===== src/rtl/term_report_encoder_pkg.sv =====
// -----------------------------------------------------------------------------
// term_report_encoder_pkg
//   Shared types, ASCII constants and helpers for the terminal report encoder.
//   Contents:
//     ReportKind_t   - kind of host report requested
//     TermMode_t     - terminal mode flags queried by DECRQM
//     ASC_*          - ASCII / C1 byte constants used in VT100 replies
//     isKnownKind()  - true for the four report kinds the encoder can produce
//     modeStatus()   - DECRQM Ps value (1 set, 2 reset, 0 unrecognised)
// -----------------------------------------------------------------------------
package term_report_encoder_pkg;

    typedef enum logic [2:0] {
        RPT_DSR_STATUS  = 3'd0,
        RPT_CPR         = 3'd1,
        RPT_DECRQM_ANSI = 3'd2,
        RPT_DECRQM_DEC  = 3'd3
    } ReportKind_t;

    typedef struct packed {
        logic insertMode;        // ANSI mode 4
        logic lineFeed;          // ANSI mode 20
        logic originMode;        // DEC mode 6
        logic autoWrap;          // DEC mode 7
        logic cursorBlinking;    // DEC mode 12
        logic cursorVisibility;  // DEC mode 25
    } TermMode_t;

    localparam logic [7:0] ASC_ESC      = 8'h1B;
    localparam logic [7:0] ASC_CSI_C1   = 8'h9B;
    localparam logic [7:0] ASC_LBRACKET = 8'h5B;
    localparam logic [7:0] ASC_QMARK    = 8'h3F;
    localparam logic [7:0] ASC_SEMI     = 8'h3B;
    localparam logic [7:0] ASC_DOLLAR   = 8'h24;
    localparam logic [7:0] ASC_ZERO     = 8'h30;
    localparam logic [7:0] ASC_N        = 8'h6E;
    localparam logic [7:0] ASC_R        = 8'h52;
    localparam logic [7:0] ASC_Y        = 8'h79;

    // Width of the binary operand fed to the decimal converter.
    localparam int DEC_W = 10;

    function automatic logic isKnownKind(ReportKind_t kind);
        logic known;
        case (kind)
            RPT_DSR_STATUS, RPT_CPR, RPT_DECRQM_ANSI, RPT_DECRQM_DEC: known = 1'b1;
            default:                                                  known = 1'b0;
        endcase
        return known;
    endfunction

    function automatic logic [1:0] modeStatus(ReportKind_t kind, logic [7:0] pn, TermMode_t mode);
        logic known;
        logic flag;
        known = 1'b1;
        flag  = 1'b0;
        if (kind == RPT_DECRQM_ANSI) begin
            case (pn)
                8'd4:    flag  = mode.insertMode;
                8'd20:   flag  = mode.lineFeed;
                default: known = 1'b0;
            endcase
        end else if (kind == RPT_DECRQM_DEC) begin
            case (pn)
                8'd6:    flag  = mode.originMode;
                8'd7:    flag  = mode.autoWrap;
                8'd12:   flag  = mode.cursorBlinking;
                8'd25:   flag  = mode.cursorVisibility;
                default: known = 1'b0;
            endcase
        end else begin
            known = 1'b0;
        end
        return !known ? 2'd0 : (flag ? 2'd1 : 2'd2);
    endfunction

endpackage


===== src/rtl/term_report_encoder_if.sv =====
// -----------------------------------------------------------------------------
// term_report_encoder_if
//   Request and reply-byte bus of the terminal report encoder.
//   Request side : req_valid/req_ready handshake with req_kind, req_param,
//                  term_mode, cursor_row, cursor_col.
//   Reply side   : tx_data/tx_valid/tx_ready byte stream toward the UART.
//   Modports     : slave  - the encoder
//                  master - the request issuer / byte consumer
// -----------------------------------------------------------------------------
interface term_report_encoder_if
    import term_report_encoder_pkg::*;
#(
    parameter int COORD_W = 8
);
    logic               req_valid;
    logic               req_ready;
    ReportKind_t        req_kind;
    logic [7:0]         req_param;
    TermMode_t          term_mode;
    logic [COORD_W-1:0] cursor_row;
    logic [COORD_W-1:0] cursor_col;
    logic [7:0]         tx_data;
    logic               tx_valid;
    logic               tx_ready;

    modport slave (
        input  req_valid, req_kind, req_param, term_mode, cursor_row, cursor_col, tx_ready,
        output req_ready, tx_data, tx_valid
    );

    modport master (
        output req_valid, req_kind, req_param, term_mode, cursor_row, cursor_col, tx_ready,
        input  req_ready, tx_data, tx_valid
    );
endinterface


===== src/rtl/term_report_encoder_uint_to_dec.sv =====
// -----------------------------------------------------------------------------
// uint_to_dec
//   Combinational binary to three-digit BCD converter.
//   Ports:
//     value  in  DEC_W    binary value, expected range 0..999
//     digits out [2:0][3:0] BCD digits, [2] = hundreds, [0] = ones
//     count  out 2        number of significant digits (1..3); 0 gives 1
// -----------------------------------------------------------------------------
module uint_to_dec
    import term_report_encoder_pkg::*;
(
    input  logic [DEC_W-1:0] value,
    output logic [2:0][3:0]  digits,
    output logic [1:0]       count
);
    always_comb begin
        digits[2] = 4'(value / 10'd100);
        digits[1] = 4'((value / 10'd10) % 10'd10);
        digits[0] = 4'(value % 10'd10);
        if (digits[2] != 4'd0) begin
            count = 2'd3;
        end else if (digits[1] != 4'd0) begin
            count = 2'd2;
        end else begin
            count = 2'd1;
        end
    end
endmodule


===== src/rtl/term_report_encoder.sv =====
// -----------------------------------------------------------------------------
// term_report_encoder
//   Host-bound VT100 reply generator. Accepts one report request per handshake
//   (DSR status, cursor position report, DECRQM ANSI/DEC mode query) and emits
//   the reply "CSI ... final" one byte per tx handshake.
//   Ports:
//     clk  in  clock
//     rst  in  asynchronous active-high reset
//     bus      term_report_encoder_if.slave (request + reply byte stream)
//   Parameters:
//     COORD_W  cursor coordinate width; coord+1 must fit three decimal digits
//   Build option:
//     TERM_REPORT_C1_EN  when defined the CSI intro is the single C1 byte 9B,
//                        otherwise it is ESC '['.
//   tx_valid/tx_data are decoded from registered state only, so they hold
//   steady during a stall and drop as soon as rst is asserted.
// -----------------------------------------------------------------------------
module term_report_encoder
    import term_report_encoder_pkg::*;
#(
    parameter int COORD_W = 8
)(
    input  logic                  clk,
    input  logic                  rst,
    term_report_encoder_if.slave  bus
);
    typedef enum logic [2:0] {
        ST_IDLE, ST_INTRO, ST_QMARK, ST_NUM1, ST_SEMI, ST_NUM2, ST_DOLLAR, ST_FINAL
    } State_t;

    State_t           stateQ, stateD;
    logic [1:0]       digIdxQ, digIdxD;
`ifndef TERM_REPORT_C1_EN
    logic             introIdxQ, introIdxD;
`endif

    // Request snapshot
    ReportKind_t      kindQ;
    logic [7:0]       paramQ;
    TermMode_t        modeQ;
    logic [COORD_W:0] rowQ;
    logic [COORD_W:0] colQ;

    logic             accept;
    logic [DEC_W-1:0] num1, num2;
    logic [2:0][3:0]  digits1, digits2;
    logic [1:0]       count1, count2;
    logic             introDone;
    logic             txValid;
    logic [7:0]       txData;

    assign accept = bus.req_valid && (stateQ == ST_IDLE);

    // One extra bit on the coordinate so 255 reports as 256 instead of wrapping.
    always_ff @(posedge clk or posedge rst) begin
        if (rst) begin
            kindQ  <= RPT_DSR_STATUS;
            paramQ <= '0;
            modeQ  <= '0;
            rowQ   <= '0;
            colQ   <= '0;
        end else if (accept) begin
            kindQ  <= bus.req_kind;
            paramQ <= bus.req_param;
            modeQ  <= bus.term_mode;
            rowQ   <= {1'b0, bus.cursor_row} + {{COORD_W{1'b0}}, 1'b1};
            colQ   <= {1'b0, bus.cursor_col} + {{COORD_W{1'b0}}, 1'b1};
        end
    end

    // First operand: row for CPR, Pn for DECRQM, constant 0 for DSR status.
    // Second operand: column for CPR, Ps for DECRQM.
    always_comb begin
        num1 = '0;
        num2 = '0;
        case (kindQ)
            RPT_CPR: begin
                num1 = DEC_W'(rowQ);
                num2 = DEC_W'(colQ);
            end
            RPT_DECRQM_ANSI, RPT_DECRQM_DEC: begin
                num1 = DEC_W'(paramQ);
                num2 = DEC_W'(modeStatus(kindQ, paramQ, modeQ));
            end
            default: begin
                num1 = '0;
                num2 = '0;
            end
        endcase
    end

    uint_to_dec dec1 (.value(num1), .digits(digits1), .count(count1));
    uint_to_dec dec2 (.value(num2), .digits(digits2), .count(count2));

    always_ff @(posedge clk or posedge rst) begin
        if (rst) begin
            stateQ    <= ST_IDLE;
            digIdxQ   <= '0;
`ifndef TERM_REPORT_C1_EN
            introIdxQ <= 1'b0;
`endif
        end else begin
            stateQ    <= stateD;
            digIdxQ   <= digIdxD;
`ifndef TERM_REPORT_C1_EN
            introIdxQ <= introIdxD;
`endif
        end
    end

    // Each non-idle state presents one byte and advances on tx_ready.
    // Digit index starts at the most significant non-zero digit and counts down.
    always_comb begin
        stateD    = stateQ;
        digIdxD   = digIdxQ;
`ifndef TERM_REPORT_C1_EN
        introIdxD = introIdxQ;
`endif
        introDone = 1'b0;
        txValid   = 1'b1;
        txData    = 8'h00;
        case (stateQ)
            ST_IDLE: begin
                txValid = 1'b0;
`ifndef TERM_REPORT_C1_EN
                introIdxD = 1'b0;
`endif
                // Unknown kinds are consumed here without leaving IDLE.
                if (bus.req_valid && isKnownKind(bus.req_kind)) begin
                    stateD = ST_INTRO;
                end
            end
            ST_INTRO: begin
`ifdef TERM_REPORT_C1_EN
                txData    = ASC_CSI_C1;
                introDone = bus.tx_ready;
`else
                txData    = introIdxQ ? ASC_LBRACKET : ASC_ESC;
                introDone = bus.tx_ready && introIdxQ;
                if (bus.tx_ready && !introIdxQ) begin
                    introIdxD = 1'b1;
                end
`endif
                if (introDone) begin
                    if (kindQ == RPT_DECRQM_DEC) begin
                        stateD = ST_QMARK;
                    end else begin
                        stateD  = ST_NUM1;
                        digIdxD = count1 - 2'd1;
                    end
                end
            end
            ST_QMARK: begin
                txData = ASC_QMARK;
                if (bus.tx_ready) begin
                    stateD  = ST_NUM1;
                    digIdxD = count1 - 2'd1;
                end
            end
            ST_NUM1: begin
                txData = ASC_ZERO | {4'h0, digits1[digIdxQ]};
                if (bus.tx_ready) begin
                    if (digIdxQ == 2'd0) begin
                        stateD = (kindQ == RPT_DSR_STATUS) ? ST_FINAL : ST_SEMI;
                    end else begin
                        digIdxD = digIdxQ - 2'd1;
                    end
                end
            end
            ST_SEMI: begin
                txData = ASC_SEMI;
                if (bus.tx_ready) begin
                    stateD  = ST_NUM2;
                    digIdxD = count2 - 2'd1;
                end
            end
            ST_NUM2: begin
                txData = ASC_ZERO | {4'h0, digits2[digIdxQ]};
                if (bus.tx_ready) begin
                    if (digIdxQ == 2'd0) begin
                        stateD = (kindQ == RPT_CPR) ? ST_FINAL : ST_DOLLAR;
                    end else begin
                        digIdxD = digIdxQ - 2'd1;
                    end
                end
            end
            ST_DOLLAR: begin
                txData = ASC_DOLLAR;
                if (bus.tx_ready) begin
                    stateD = ST_FINAL;
                end
            end
            ST_FINAL: begin
                case (kindQ)
                    RPT_DSR_STATUS: txData = ASC_N;
                    RPT_CPR:        txData = ASC_R;
                    default:        txData = ASC_Y;
                endcase
                if (bus.tx_ready) begin
                    stateD = ST_IDLE;
                end
            end
            default: begin
                txValid = 1'b0;
                stateD  = ST_IDLE;
            end
        endcase
    end

    assign bus.req_ready = (stateQ == ST_IDLE);
    assign bus.tx_valid  = txValid;
    assign bus.tx_data   = txData;

endmodule


===== src/flat_wrapper.sv =====
// flat-port wrapper written by rule: the top's interface ports become plain ports
module term_report_encoder_flat import term_report_encoder_pkg::*;
#(
    parameter int COORD_W = 8
)
  (clk, rst, bus_req_valid, bus_req_kind, bus_req_param, bus_term_mode, bus_cursor_row, bus_cursor_col, bus_tx_ready, bus_req_ready, bus_tx_data, bus_tx_valid);
  term_report_encoder_if #(.COORD_W(COORD_W)) bus_i ();
  input  logic clk;
  input  logic rst;
  input wire logic [$bits(bus_i.req_valid)-1:0] bus_req_valid;
  input wire logic [$bits(bus_i.req_kind)-1:0] bus_req_kind;
  input wire logic [$bits(bus_i.req_param)-1:0] bus_req_param;
  input wire logic [$bits(bus_i.term_mode)-1:0] bus_term_mode;
  input wire logic [$bits(bus_i.cursor_row)-1:0] bus_cursor_row;
  input wire logic [$bits(bus_i.cursor_col)-1:0] bus_cursor_col;
  input wire logic [$bits(bus_i.tx_ready)-1:0] bus_tx_ready;
  output wire logic [$bits(bus_i.req_ready)-1:0] bus_req_ready;
  output wire logic [$bits(bus_i.tx_data)-1:0] bus_tx_data;
  output wire logic [$bits(bus_i.tx_valid)-1:0] bus_tx_valid;
  assign bus_i.req_valid = bus_req_valid;
  assign bus_i.req_kind = bus_req_kind;
  assign bus_i.req_param = bus_req_param;
  assign bus_i.term_mode = bus_term_mode;
  assign bus_i.cursor_row = bus_cursor_row;
  assign bus_i.cursor_col = bus_cursor_col;
  assign bus_i.tx_ready = bus_tx_ready;
  assign bus_req_ready = bus_i.req_ready;
  assign bus_tx_data = bus_i.tx_data;
  assign bus_tx_valid = bus_i.tx_valid;
  term_report_encoder #(.COORD_W(COORD_W)) u_core (.clk(clk), .rst(rst), .bus(bus_i));
endmodule

===== config.mk =====
export PLATFORM = sky130hd
export DESIGN_NAME = term_report_encoder_flat
export DESIGN_NICKNAME = d
export VERILOG_FILES = /design/src/rtl/term_report_encoder_pkg.sv /design/src/rtl/term_report_encoder_if.sv /design/src/rtl/term_report_encoder_uint_to_dec.sv /design/src/rtl/term_report_encoder.sv /design/src/flat_wrapper.sv
export SDC_FILE = /design/constraint.sdc
export NUM_CORES = 1
export LEC_CHECK = 0
export ABC_AREA = 1
export BUFFER_PORTS_ARGS = -buffer_cell sky130_fd_sc_hd__buf_2
export CORE_UTILIZATION = 55
export DETAILED_ROUTE_END_ITERATION = 7
export GPL_TIMING_DRIVEN = 0
export PLACE_DENSITY = 0.85
export RECOVER_POWER = 100
export SETUP_SLACK_MARGIN = 0.1
export SYNTH_ARGS = -nofsm -noshare
export SYNTH_HDL_FRONTEND = slang
export SYNTH_HIERARCHICAL = 1
export SYNTH_SLANG_ARGS = --single-unit

===== constraint.sdc =====
create_clock -name clk -period 6.2 [get_ports clk]
set_input_delay 0.93 -clock clk [delete_from_list [all_inputs] [get_ports clk]]
set_output_delay 0.93 -clock clk [all_outputs]
set_load 0.02 [all_outputs]

==> results of run 1 <==
-- worst paths after layout --
kind                                     end  slack, ps  depth (start not counted)
setup / recovery              bus_tx_data[2]        130                         43
hold / removal               u_core/modeQ[3]        490                          2
setup reg to reg           u_core/digIdxQ[1]        950                         48
hold reg to reg              u_core/modeQ[3]        490                          2
max in group asynchronous    u_core/kindQ[2]       4100                          2
min in group asynchronous     u_core/colQ[6]       1090                          2
-- logic make-up after synthesis --
group	share of synthesized area
buffers and inverters	0.119
adders and majority gates	0.0334
other	0.000626
xor gates and xnor gates	0.0321
DFF	0.171
and+or+nand+nor	0.519
AOI/OAI and AO/OA	0.122
muxes	0.00334
-- what timing repair did --
item	in CTS	in global routing
gates cloned	0	1
setup buffers	5	37
gates resized for setup	19	103
endpoints found under the setup margin	3	3
pin swaps	3	63
hold buffers	0	0
-- per-layer routing --
metal  track usage  share of wire
met4        0.0556          0.025
met2         0.442           0.49
met5             0              0
met1         0.340           0.43
met3        0.0166          0.054
-- sequential cells by signal, indices dropped and copies added, names as in the netlist --
| register | cells |
|---|---|
| u_core/introIdxQ | 1 |
| u_core/rowQ | 9 |
| u_core/colQ | 9 |
| u_core/modeQ | 6 |
| u_core/stateQ | 3 |
| u_core/paramQ | 8 |
| u_core/digIdxQ | 2 |
| u_core/kindQ | 3 |
-- cell type report --
class,count,area [um2]
Buffer,15,108
Clock buffer,6,72.6
Clock inverter,2,15.0
Fill cell,900,3200
Inverter,159,614
Multi-Input combinational cell,787,4680
Sequential cell,41,1030
Tap cell,136,170
Timing Repair Buffer,88,579
-- cells in the final DEF, fill, tap and decap left out, types with 3 or more instances in the layout --
master | netlist | routed
sky130_fd_sc_hd__nand4_4 | 2 | 4
sky130_fd_sc_hd__o21ai_4 | 2 | 3
sky130_fd_sc_hd__buf_6 | 3 | 5
sky130_fd_sc_hd__o21ai_0 | 46 | 41
sky130_fd_sc_hd__nand3_1 | 107 | 91
sky130_fd_sc_hd__xor2_1 | 12 | 12
sky130_fd_sc_hd__clkbuf_8 | 0 | 5
sky130_fd_sc_hd__nand2_2 | 38 | 53
sky130_fd_sc_hd__o21ai_1 | 5 | 7
sky130_fd_sc_hd__nand3_4 | 5 | 9
sky130_fd_sc_hd__nand3b_1 | 6 | 6
sky130_fd_sc_hd__buf_4 | 5 | 47
sky130_fd_sc_hd__conb_1 | 1 | 13
sky130_fd_sc_hd__o21ai_2 | 1 | 3
sky130_fd_sc_hd__dfrtp_1 | 41 | 40
sky130_fd_sc_hd__nand2_1 | 284 | 257
sky130_fd_sc_hd__buf_2 | 6 | 39
sky130_fd_sc_hd__a21oi_1 | 30 | 29
sky130_fd_sc_hd__nand3_2 | 13 | 25
sky130_fd_sc_hd__nand4_1 | 15 | 15
sky130_fd_sc_hd__nor2_1 | 89 | 78
sky130_fd_sc_hd__xnor2_1 | 10 | 8
sky130_fd_sc_hd__nor2_2 | 6 | 14
sky130_fd_sc_hd__inv_2 | 27 | 28
sky130_fd_sc_hd__o31ai_1 | 5 | 4
sky130_fd_sc_hd__or2_2 | 3 | 3
sky130_fd_sc_hd__clkbuf_1 | 0 | 10
sky130_fd_sc_hd__inv_1 | 127 | 122
sky130_fd_sc_hd__nor2_4 | 9 | 13
sky130_fd_sc_hd__o211ai_1 | 4 | 5
sky130_fd_sc_hd__nand2_4 | 21 | 33
sky130_fd_sc_hd__nor3_1 | 6 | 6
sky130_fd_sc_hd__nor4_1 | 4 | 4
sky130_fd_sc_hd__inv_4 | 4 | 7
sky130_fd_sc_hd__a31oi_1 | 6 | 4
sky130_fd_sc_hd__o22ai_1 | 9 | 8
sky130_fd_sc_hd__ha_1 | 16 | 15
-- per-stage QoR --
step | instances | util | setup TNS, ps | hold WS, ps | setup slack [ps]
global route | 1234 | 0.694 | -696 | 513 | -238
detailed placement | 1183 | 0.615 | -407 | 466 | -183
global placement | 1183 | 0.615 | -184 | 457 | -135
floorplan | 1002 | - | 0 | 442 | 654
CTS | 1196 | 0.633 | 0 | 486 | 123
finish | 1234 | 0.694 | 0 | 485 | 131
-- worst reg2reg max path: cells and delay by family, from the launching register on --
kind                   cells  cell delay [ps]
buffers and inverters     10              900
AO/OA/AOI/OAI              3              540
flip-flops                 1              450
AND/OR/NAND/NOR           35             3280
==> reports/summary.log, run 1 <==
INFO  status         run_status=finished, violations left
INFO  status         failed_checks=capacitance limit, slew limit
INFO  timing         maxClockFrequency=0.165GHz
INFO  setup_path     crit_arrival=5140ps
INFO  timing         grt_setup_unrepaired=true
INFO  setup_path     critical_path.reg2reg.startpoint=u_core/kindQ[2]
INFO  clock_network  ctsLongestPathBuffers=2
INFO  synthesis      netlist_top_cells_area=sky130_fd_sc_hd__nand2_1 (18%), sky130_fd_sc_hd__dfrtp_1 (17%), sky130_fd_sc_hd__nand3_1 (8.9%)
INFO  timing         max_slew.worst_pin.slew=1540ps
INFO  synthesis      synth-seq-cells=41
INFO  placed_design  detailed_place_hpwl=11,000um
INFO  timing         final_min_period_over_clock_period=0.979
INFO  setup_path     first_element_of_the_critical_path=u_core/kindQ[2]
INFO  setup_path     worst_path_dominant_cell_family=simple AND/OR/NAND/NOR gates
INFO  synthesis      syn-cell-area=5990um2
INFO  routing        vias=6,656
INFO  clock_network  clkSinkCount=41
INFO  clock_network  clk_root_buffer_cell=sky130_fd_sc_hd__clkbuf_8
INFO  floorplanning  initial_utilization=0.573
INFO  finish         antenna_cells=0
INFO  finish         finish.net_count=1,150
INFO  placed_design  portBuffers=45
INFO  setup_path     critical_path_class=register to output port
INFO  synthesis      post-synth-top-count-cell=sky130_fd_sc_hd__nand2_1
INFO  floorplanning  rows=37
INFO  grt            grt_overflow_total=0
INFO  clock_network  htree_levels=2
INFO  setup_path     kind_of_capture_point_of_the_worst_setup_path=output port
INFO  synthesis      synth.avg_cell_area=6.05um2
INFO  floorplanning  floorplan.core_area=10,500um2
INFO  setup_path     cpPeakStageDelay=450ps
INFO  grt            antenna_found_initial=0
INFO  synthesis      synth.cells.most_frequent=sky130_fd_sc_hd__nand2_1 (284), sky130_fd_sc_hd__inv_1 (127), sky130_fd_sc_hd__nand3_1 (107)
INFO  setup_path     critical_path_required=5270ps
INFO  finish         layout-drive-gt1-share=0.286
INFO  routing        total_wirelength_of_the_detailed_routed_design=15,900um
INFO  timing         period_needed=6070ps
INFO  synthesis      synth_enable_flop_cells=0
INFO  grt            first_pass_grt_wire_length=24,200um
INFO  placed_design  placed_area=6430um2
INFO  floorplanning  die_height=106um
INFO  synthesis      post_synth_num_cell_types=50
INFO  floorplanning  fp.dieW=106um
INFO  routing        detailedRoute.firstIterationViolations=507
INFO  timing         finalClockSkew=5.14ps
INFO  routing        first_pass_iters=6
INFO  finish         final_cell_area=7260um2
INFO  synthesis      synth-async-reset-ratio=1.00
INFO  grt            grt_start_max_net_pins=42
INFO  min_path       worstHoldStart=u_core/modeQ[3]
INFO  routing        drc_errors=0
INFO  finish         area_growth=21.2%
INFO  clock_network  clkSlewWorstSetupHoldPaths=80ps
INFO  timing         max_slew_margin=-0.0260
INFO  synthesis      synth_largest_type_area_fraction=0.178
INFO  floorplanning  io_pins=47
INFO  timing         final_max_slew_viol_count=42
INFO  routing        postRouteAntennaNets=0
INFO  placed_design  gp_congestion=0.880
INFO  routing        detail_route.wl_per_cell=12.9um
INFO  synthesis      flip_flop_cell_with_the_highest_count_after_synthesis=sky130_fd_sc_hd__dfrtp_1
INFO  routing        per_cell_via_count_in_the_routed_design=5.39
INFO  synthesis      count_of_warnings_emitted_by_yosys=6
INFO  setup_path     cpMaxStageDelayCell=sky130_fd_sc_hd__dfrtp_2
INFO  synthesis      synthesis.instances=990
INFO  timing         finalHoldViolCount=0
INFO  setup_path     critPathBufInv=9
INFO  setup_path     critical_path_peak_fanout=7
INFO  clock_network  cts_inserted_buffers=5
INFO  grt            grt_usage=0.253
INFO  setup_path     crit_path_start_kind=register
INFO  synthesis      synth.largest_area_cell=sky130_fd_sc_hd__nand2_1
INFO  synthesis      synth.yosys.seq_area_share=0.171
INFO  flow_run       cap_violations=1
INFO  timing         setup_viol=0
INFO  clock_network  clock_tree_from_tritoncts=yes
INFO  min_path       worstHoldPathType=register to register
INFO  grt            grt_pass1_vias=5,591
INFO  floorplanning  die_area=11,300um2
INFO  clock_network  worstSkewPairLatency=290ps
Power of run 1 is not shown: default switching activity piles up to over one toggle a cycle in this logic, so the estimate is an artifact.
==> inputs of run 2 (changes only) <==
--- a/config.mk
+++ b/config.mk
@@ -12,7 +12,7 @@
 export GPL_TIMING_DRIVEN = 0
 export PLACE_DENSITY = 0.85
 export RECOVER_POWER = 100
-export SETUP_SLACK_MARGIN = 0.1
+export SETUP_SLACK_MARGIN = 0.15
 export SYNTH_ARGS = -nofsm -noshare
 export SYNTH_HDL_FRONTEND = slang
 export SYNTH_HIERARCHICAL = 1
==> reports/summary.log, run 2 (synthesized netlist as in run 1, its figures left out) <==
INFO  status         run_status=finished, violations left
INFO  status         failed_checks=capacitance limit, slew limit
INFO  finish         finish.net_count=1,151
INFO  floorplanning  floorplan.core_area=10,500um2
INFO  setup_path     crit_arrival=5170ps
INFO  timing         period_needed=6100ps
INFO  floorplanning  fp.dieW=106um
INFO  timing         setup_viol=0
INFO  timing         finalHoldViolCount=0
INFO  finish         final_common_cell=sky130_fd_sc_hd__nand2_1
INFO  floorplanning  initial_utilization=0.573
INFO  grt            antenna_found_initial=0
INFO  clock_network  clkSlewWorstSetupHoldPaths=80ps
INFO  clock_network  clock_tree_from_tritoncts=yes
INFO  setup_path     kind_of_capture_point_of_the_worst_setup_path=output port
INFO  floorplanning  die_area=11,300um2
INFO  timing         max_slew.worst_pin.slew=1540ps
INFO  timing         setup_ws=102ps
INFO  min_path       worstHoldPathType=register to register
INFO  finish         area_growth=22.1%
INFO  routing        detailedRoute.firstIterationViolations=396
INFO  clock_network  clk_root_buffer_cell=sky130_fd_sc_hd__clkbuf_8
INFO  setup_path     cpMaxStageDelayCell=sky130_fd_sc_hd__dfrtp_1
INFO  routing        first_pass_iters=5
INFO  setup_path     crit_path_start_kind=register
INFO  clock_network  clkSinkCount=41
INFO  clock_network  htree_levels=2
INFO  setup_path     critical_path_class=register to output port
INFO  routing        drc_errors=0
INFO  placed_design  post-place-ws=-183ps
INFO  min_path       worstHoldStart=u_core/modeQ[3]
INFO  routing        detail_route.wl_per_cell=12.8um
INFO  placed_design  gp_congestion=0.880
INFO  setup_path     first_element_of_the_critical_path=u_core/kindQ[0]
INFO  finish         layout-drive-gt1-share=0.295
INFO  routing        postRouteAntennaNets=0
INFO  floorplanning  io_pins=47
INFO  timing         max_slew_margin=-0.0249
INFO  flow_run       cap_violations=1
INFO  finish         antenna_cells=0
INFO  routing        per_cell_via_count_in_the_routed_design=5.38
INFO  finish         final-instance-count-excl-fill=1,235
INFO  grt            grt_start_max_net_pins=42
INFO  placed_design  detailed_place_hpwl=11,000um
INFO  timing         final_max_slew_viol_count=42
INFO  grt            grt_overflow_total=0
INFO  setup_path     cpPeakStageDelay=400ps
INFO  grt            first_pass_grt_wire_length=24,300um
INFO  grt            grt_usage=0.254
INFO  clock_network  ctsLongestPathBuffers=2
INFO  clock_network  cts_inserted_buffers=5
INFO  routing        total_wirelength_of_the_detailed_routed_design=15,800um
INFO  finish         filler_cell_count=874
INFO  placed_design  dp.cells=1,183
INFO  setup_path     critical_path_required=5270ps
INFO  finish         most-common-layout-cells=sky130_fd_sc_hd__nand2_1 (253), sky130_fd_sc_hd__inv_1 (123), sky130_fd_sc_hd__nand3_1 (87), sky130_fd_sc_hd__nor2_1 (77), sky130_fd_sc_hd__nand2_2 (57)
INFO  timing         final_min_period_over_clock_period=0.984
INFO  floorplanning  rows=37
INFO  floorplanning  die_height=106um
INFO  grt            grt_pass1_vias=5,636
INFO  setup_path     most_used_cell_cp=sky130_fd_sc_hd__nand2_2
INFO  clock_network  worstSkewPairLatency=290ps
INFO  timing         grt_setup_unrepaired=true
INFO  setup_path     critical_path.reg2reg.startpoint=u_core/kindQ[0]
INFO  finish         top_regs=u_core/colQ (9), u_core/rowQ (9), u_core/paramQ (8)
INFO  setup_path     critical_path_peak_fanout=8
INFO  placed_design  portBuffers=45
INFO  timing         finalClockSkew=6.06ps
INFO  routing        vias=6,639
INFO  timing         maxClockFrequency=0.164GHz
## run 2: path summary, 6_finish.rpt
kind	to	slack [ps]	cells after the start
max	bus_tx_data[2]	100	46
min	u_core/modeQ[3]	480	2
max reg2reg	u_core/digIdxQ[1]	940	51
min reg2reg	u_core/modeQ[3]	480	2
max in group asynchronous	u_core/stateQ[2]	4200	2
min in group asynchronous	u_core/colQ[6]	1090	2
## run 2: critical path: cells and delay by family, from the launching register on
family                 cells  cell delay (ps)
AND/OR/NAND/NOR           32             2910
buffers and inverters     10              850
AO/OA/AOI/OAI              4              680
flip-flops                 1              400
## run 2: metal layers
| metal | track usage | wire length, um |
|---|---|---|
| met1 | 0.340 | 6880 |
| met2 | 0.441 | 7670 |
| met3 | 0.0159 | 790 |
| met4 | 0.0714 | 428 |
| met5 | 0 | 0 |
## run 2: area by class of cell
cell class | count | area [um2] | share of cell area
multi-input combinational | 787 | 4720 | 0.644
sequential | 41 | 1030 | 0.140
inverter | 159 | 614 | 0.0840
timing repair buffer | 89 | 596 | 0.0814
tap | 136 | 170 | 0.0233
buffer | 15 | 108 | 0.0147
clock buffer | 6 | 72.6 | 0.00992
clock inverter | 2 | 15.0 | 0.00205
## run 2: metrics by stage
| step | util | instance area (um2) | setup TNS, ps | hold WS [ps] |
|---|---|---|---|---|
| final | 0.699 | 7320 | 0 | 483 |
| after global routing | 0.699 | 7320 | -721 | 513 |
| after CTS | 0.636 | 6660 | 0 | 486 |
| after detailed placement | 0.615 | 6430 | -407 | 466 |
| after global placement | 0.615 | 6430 | -184 | 457 |
| after floorplan | - | 6040 | 0 | 442 |
## run 2: what timing repair did
item | in CTS | in global routing
resized for setup | 21 | 110
setup buffers | 8 | 35
hold buffers | 0 | 0
setup endpoints to repair | 3 | 3
pin swaps | 6 | 72
gates cloned | 0 | 1
Power of run 2 is left out for the same reason.
==> inputs of run 3 (changes only) <==
--- a/config.mk
+++ b/config.mk
@@ -8,6 +8,7 @@
 export ABC_AREA = 1
 export BUFFER_PORTS_ARGS = -buffer_cell sky130_fd_sc_hd__buf_2
 export CORE_UTILIZATION = 55
+export CTS_BUF_LIST = sky130_fd_sc_hd__clkbuf_4 sky130_fd_sc_hd__clkbuf_8
 export DETAILED_ROUTE_END_ITERATION = 7
 export GPL_TIMING_DRIVEN = 0
 export PLACE_DENSITY = 0.85
==> constraint.sdc (replaced) <==
create_clock -name clk -period 7.5 [get_ports clk]
set_input_delay 0 -clock clk [delete_from_list [all_inputs] [get_ports clk]]
set_output_delay 0 -clock clk [all_outputs]
set_load 0.02 [all_outputs]
==> reports/summary.log, run 3 (synthesized netlist as in run 1, its figures left out) <==
INFO  grt            grt_overflow_total=0
INFO  floorplanning  die_height=106um
INFO  timing         setup_viol=0
INFO  grt            grt_start_max_net_pins=42
INFO  finish         filler_cell_count=1,023
INFO  finish         antenna_cells=0
INFO  placed_design  detailed_place_hpwl=11,000um
INFO  routing        maxUsedRoutingLayer=met4
INFO  min_path       count_of_cells_along_the_worst_hold_path=3
INFO  floorplanning  die_area=11,300um2
INFO  setup_path     critical_path_class=register to output port
INFO  clock_network  htree_levels=2
INFO  clock_network  ctsLongestPathBuffers=2
INFO  finish         layout-drive-gt1-share=0.173
INFO  timing         period_needed=6030ps
INFO  floorplanning  fp.dieW=106um
INFO  clock_network  worstSkewPairLatency=300ps
INFO  timing         final_max_slew_viol_count=42
INFO  timing         grt_setup_unrepaired=false
INFO  min_path       worstHoldStart=bus_cursor_col[5]
INFO  routing        postRouteAntennaNets=0
INFO  finish         finish.net_count=1,131
INFO  clock_network  clk_root_buffer_cell=sky130_fd_sc_hd__clkbuf_8
INFO  finish         final_common_cell=sky130_fd_sc_hd__nand2_1
INFO  floorplanning  initial_utilization=0.573
INFO  grt            first_pass_grt_wire_length=24,900um
INFO  placed_design  portBuffers=45
INFO  setup_path     r2r_setup_slk=1550ps
INFO  placed_design  dp.cells=1,183
INFO  routing        drc_errors=0
INFO  timing         setup_ws=1470ps
INFO  setup_path     critical_path.reg2reg.startpoint=u_core/kindQ[1]
INFO  routing        detail_route.wl_per_cell=11.8um
INFO  grt            grt_usage=0.261
INFO  setup_path     kind_of_capture_point_of_the_worst_setup_path=output port
INFO  clock_network  postCtsResizedCells=0
INFO  setup_path     critical_path_required=7500ps
INFO  routing        first_pass_iters=5
INFO  clock_network  cts_inserted_buffers=5
INFO  timing         maxClockFrequency=0.166GHz
INFO  grt            grt_pass1_vias=5,823
INFO  timing         final_min_period_over_clock_period=0.804
INFO  min_path       timing.hold.worst_endpoint=u_core/colQ[5]
INFO  setup_path     cpPeakStageDelay=620ps
INFO  floorplanning  rows=37
INFO  finish         final-instance-count-excl-fill=1,215
INFO  setup_path     critPathBufInv=11
INFO  finish         area_used_by_multi_input_combinational_logic=4250um2
INFO  finish         seq_area=1030um2
INFO  routing        total_wirelength_of_the_detailed_routed_design=14,400um
INFO  routing        per_cell_via_count_in_the_routed_design=5.23
INFO  setup_path     reg2reg_to=u_core/digIdxQ[1]
INFO  setup_path     crit_path_start_kind=register
INFO  routing        total_length_of_routed_met3_wires=604um
INFO  status         failed_checks=capacitance limit, slew limit
INFO  clock_network  post_cts.repair.setup_buffers=0
INFO  routing        vias=6,352
INFO  placed_design  gp_congestion=0.880
INFO  routing        detailedRoute.firstIterationViolations=396
INFO  clock_network  clkSinkCount=41
INFO  clock_network  clock_tree_from_tritoncts=yes
INFO  timing         max_slew.worst_pin.slew=1550ps
INFO  setup_path     most_used_cell_cp=sky130_fd_sc_hd__nand2_1
INFO  status         run_status=finished, violations left
INFO  setup_path     cpMaxStageDelayCell=sky130_fd_sc_hd__o21ai_0
INFO  finish         top_regs=u_core/colQ (9), u_core/rowQ (9), u_core/paramQ (8)
INFO  min_path       worstHoldPathType=input port to register
INFO  floorplanning  io_pins=47
INFO  setup_path     critical_path_peak_fanout=8
INFO  timing         fin_tns_setup=0ps
INFO  setup_path     worst_path_dominant_cell_family=simple AND/OR/NAND/NOR gates
INFO  setup_path     crit_arrival=6030ps
INFO  timing         finalClockSkew=9.29ps
INFO  setup_path     ff2ff_path_depth=48
INFO  finish         most-common-layout-cells=sky130_fd_sc_hd__nand2_1 (285), sky130_fd_sc_hd__inv_1 (128), sky130_fd_sc_hd__nand3_1 (108), sky130_fd_sc_hd__nor2_1 (93), sky130_fd_sc_hd__o21ai_0 (47)
INFO  routing        m1WireLength=6810um
INFO  floorplanning  floorplan.core_area=10,500um2
INFO  clock_network  clkSlewWorstSetupHoldPaths=80ps
INFO  routing        met2WireLength=6690um
INFO  finish         area_growth=11.4%
INFO  grt            antenna_found_initial=0
INFO  timing         finalHoldViolCount=0
INFO  flow_run       cap_violations=1
INFO  timing         max_slew_margin=-0.0344
INFO  placed_design  post-place-ws=1870ps
==> run 3: cell count changes in the layout (fill, tap and decap cells not counted), sizes merged <==
cell | before | now
dlygate4sd3 | 0 | 24
clkbuf | 16 | 19
buf | 94 | 47
==> run 3: what timing repair did <==
item	in CTS	in global routing
hold buffers	24	0
setup endpoints to repair	0	0
hold endpoints to repair	63	0
==> run 3: per-stage QoR <==
stage          utilization  hold slack, ps  cell area [um2]
4_1_cts              0.647            1.48             6770
5_1_grt              0.638            2.49             6680
2_1_floorplan            -            94.4             6040
3_5_place_dp         0.615             203             6430
3_3_place_gp         0.615             199             6430
6_report             0.638            3.93             6680
==> run 3: area by class of cell <==
| type | instances | area share |
|---|---|---|
| well taps | 136 | 0.0255 |
| clock buffers | 6 | 0.0114 |
| plain buffers | 15 | 0.0116 |
| repair buffers | 69 | 0.0686 |
| flip-flops and latches | 41 | 0.154 |
| multi-input cells | 787 | 0.636 |
| clock inverters | 2 | 0.00225 |
| inverters | 159 | 0.0909 |
==> run 3: worst register-to-register path, delay by kind of cell, from the launching register on <==
| kind | cells | cell delay, ps |
|---|---|---|
| adder cells (fa/ha/maj) | 1 | 180 |
| AND/OR/NAND/NOR | 33 | 3270 |
| buffers and inverters | 10 | 980 |
| AO/OA/AOI/OAI | 3 | 920 |
| XOR/XNOR | 1 | 120 |
| flip-flops | 1 | 430 |
==> run 3: routing by layer <==
metal | vias up | global-route usage
met1 | 2786 | 0.341
met5 | - | 0
met2 | 181 | 0.455
li1 | 3356 | -
met4 | 0 | 0.0794
met3 | 29 | 0.0208
==> run 3: worst max path at each step <==
stage	cells after the start	startpoint	end
floorplan	49	u_core/kindQ[2]	u_core/digIdxQ[1]
global placement	48	u_core/kindQ[1]	u_core/digIdxQ[1]
detailed placement	49	u_core/kindQ[2]	u_core/digIdxQ[1]
CTS	46	u_core/kindQ[1]	bus_tx_data[2]
global route	46	u_core/kindQ[1]	bus_tx_data[3]
finish	44	u_core/kindQ[1]	bus_tx_data[2]
Power of run 3 is left out for the same reason.
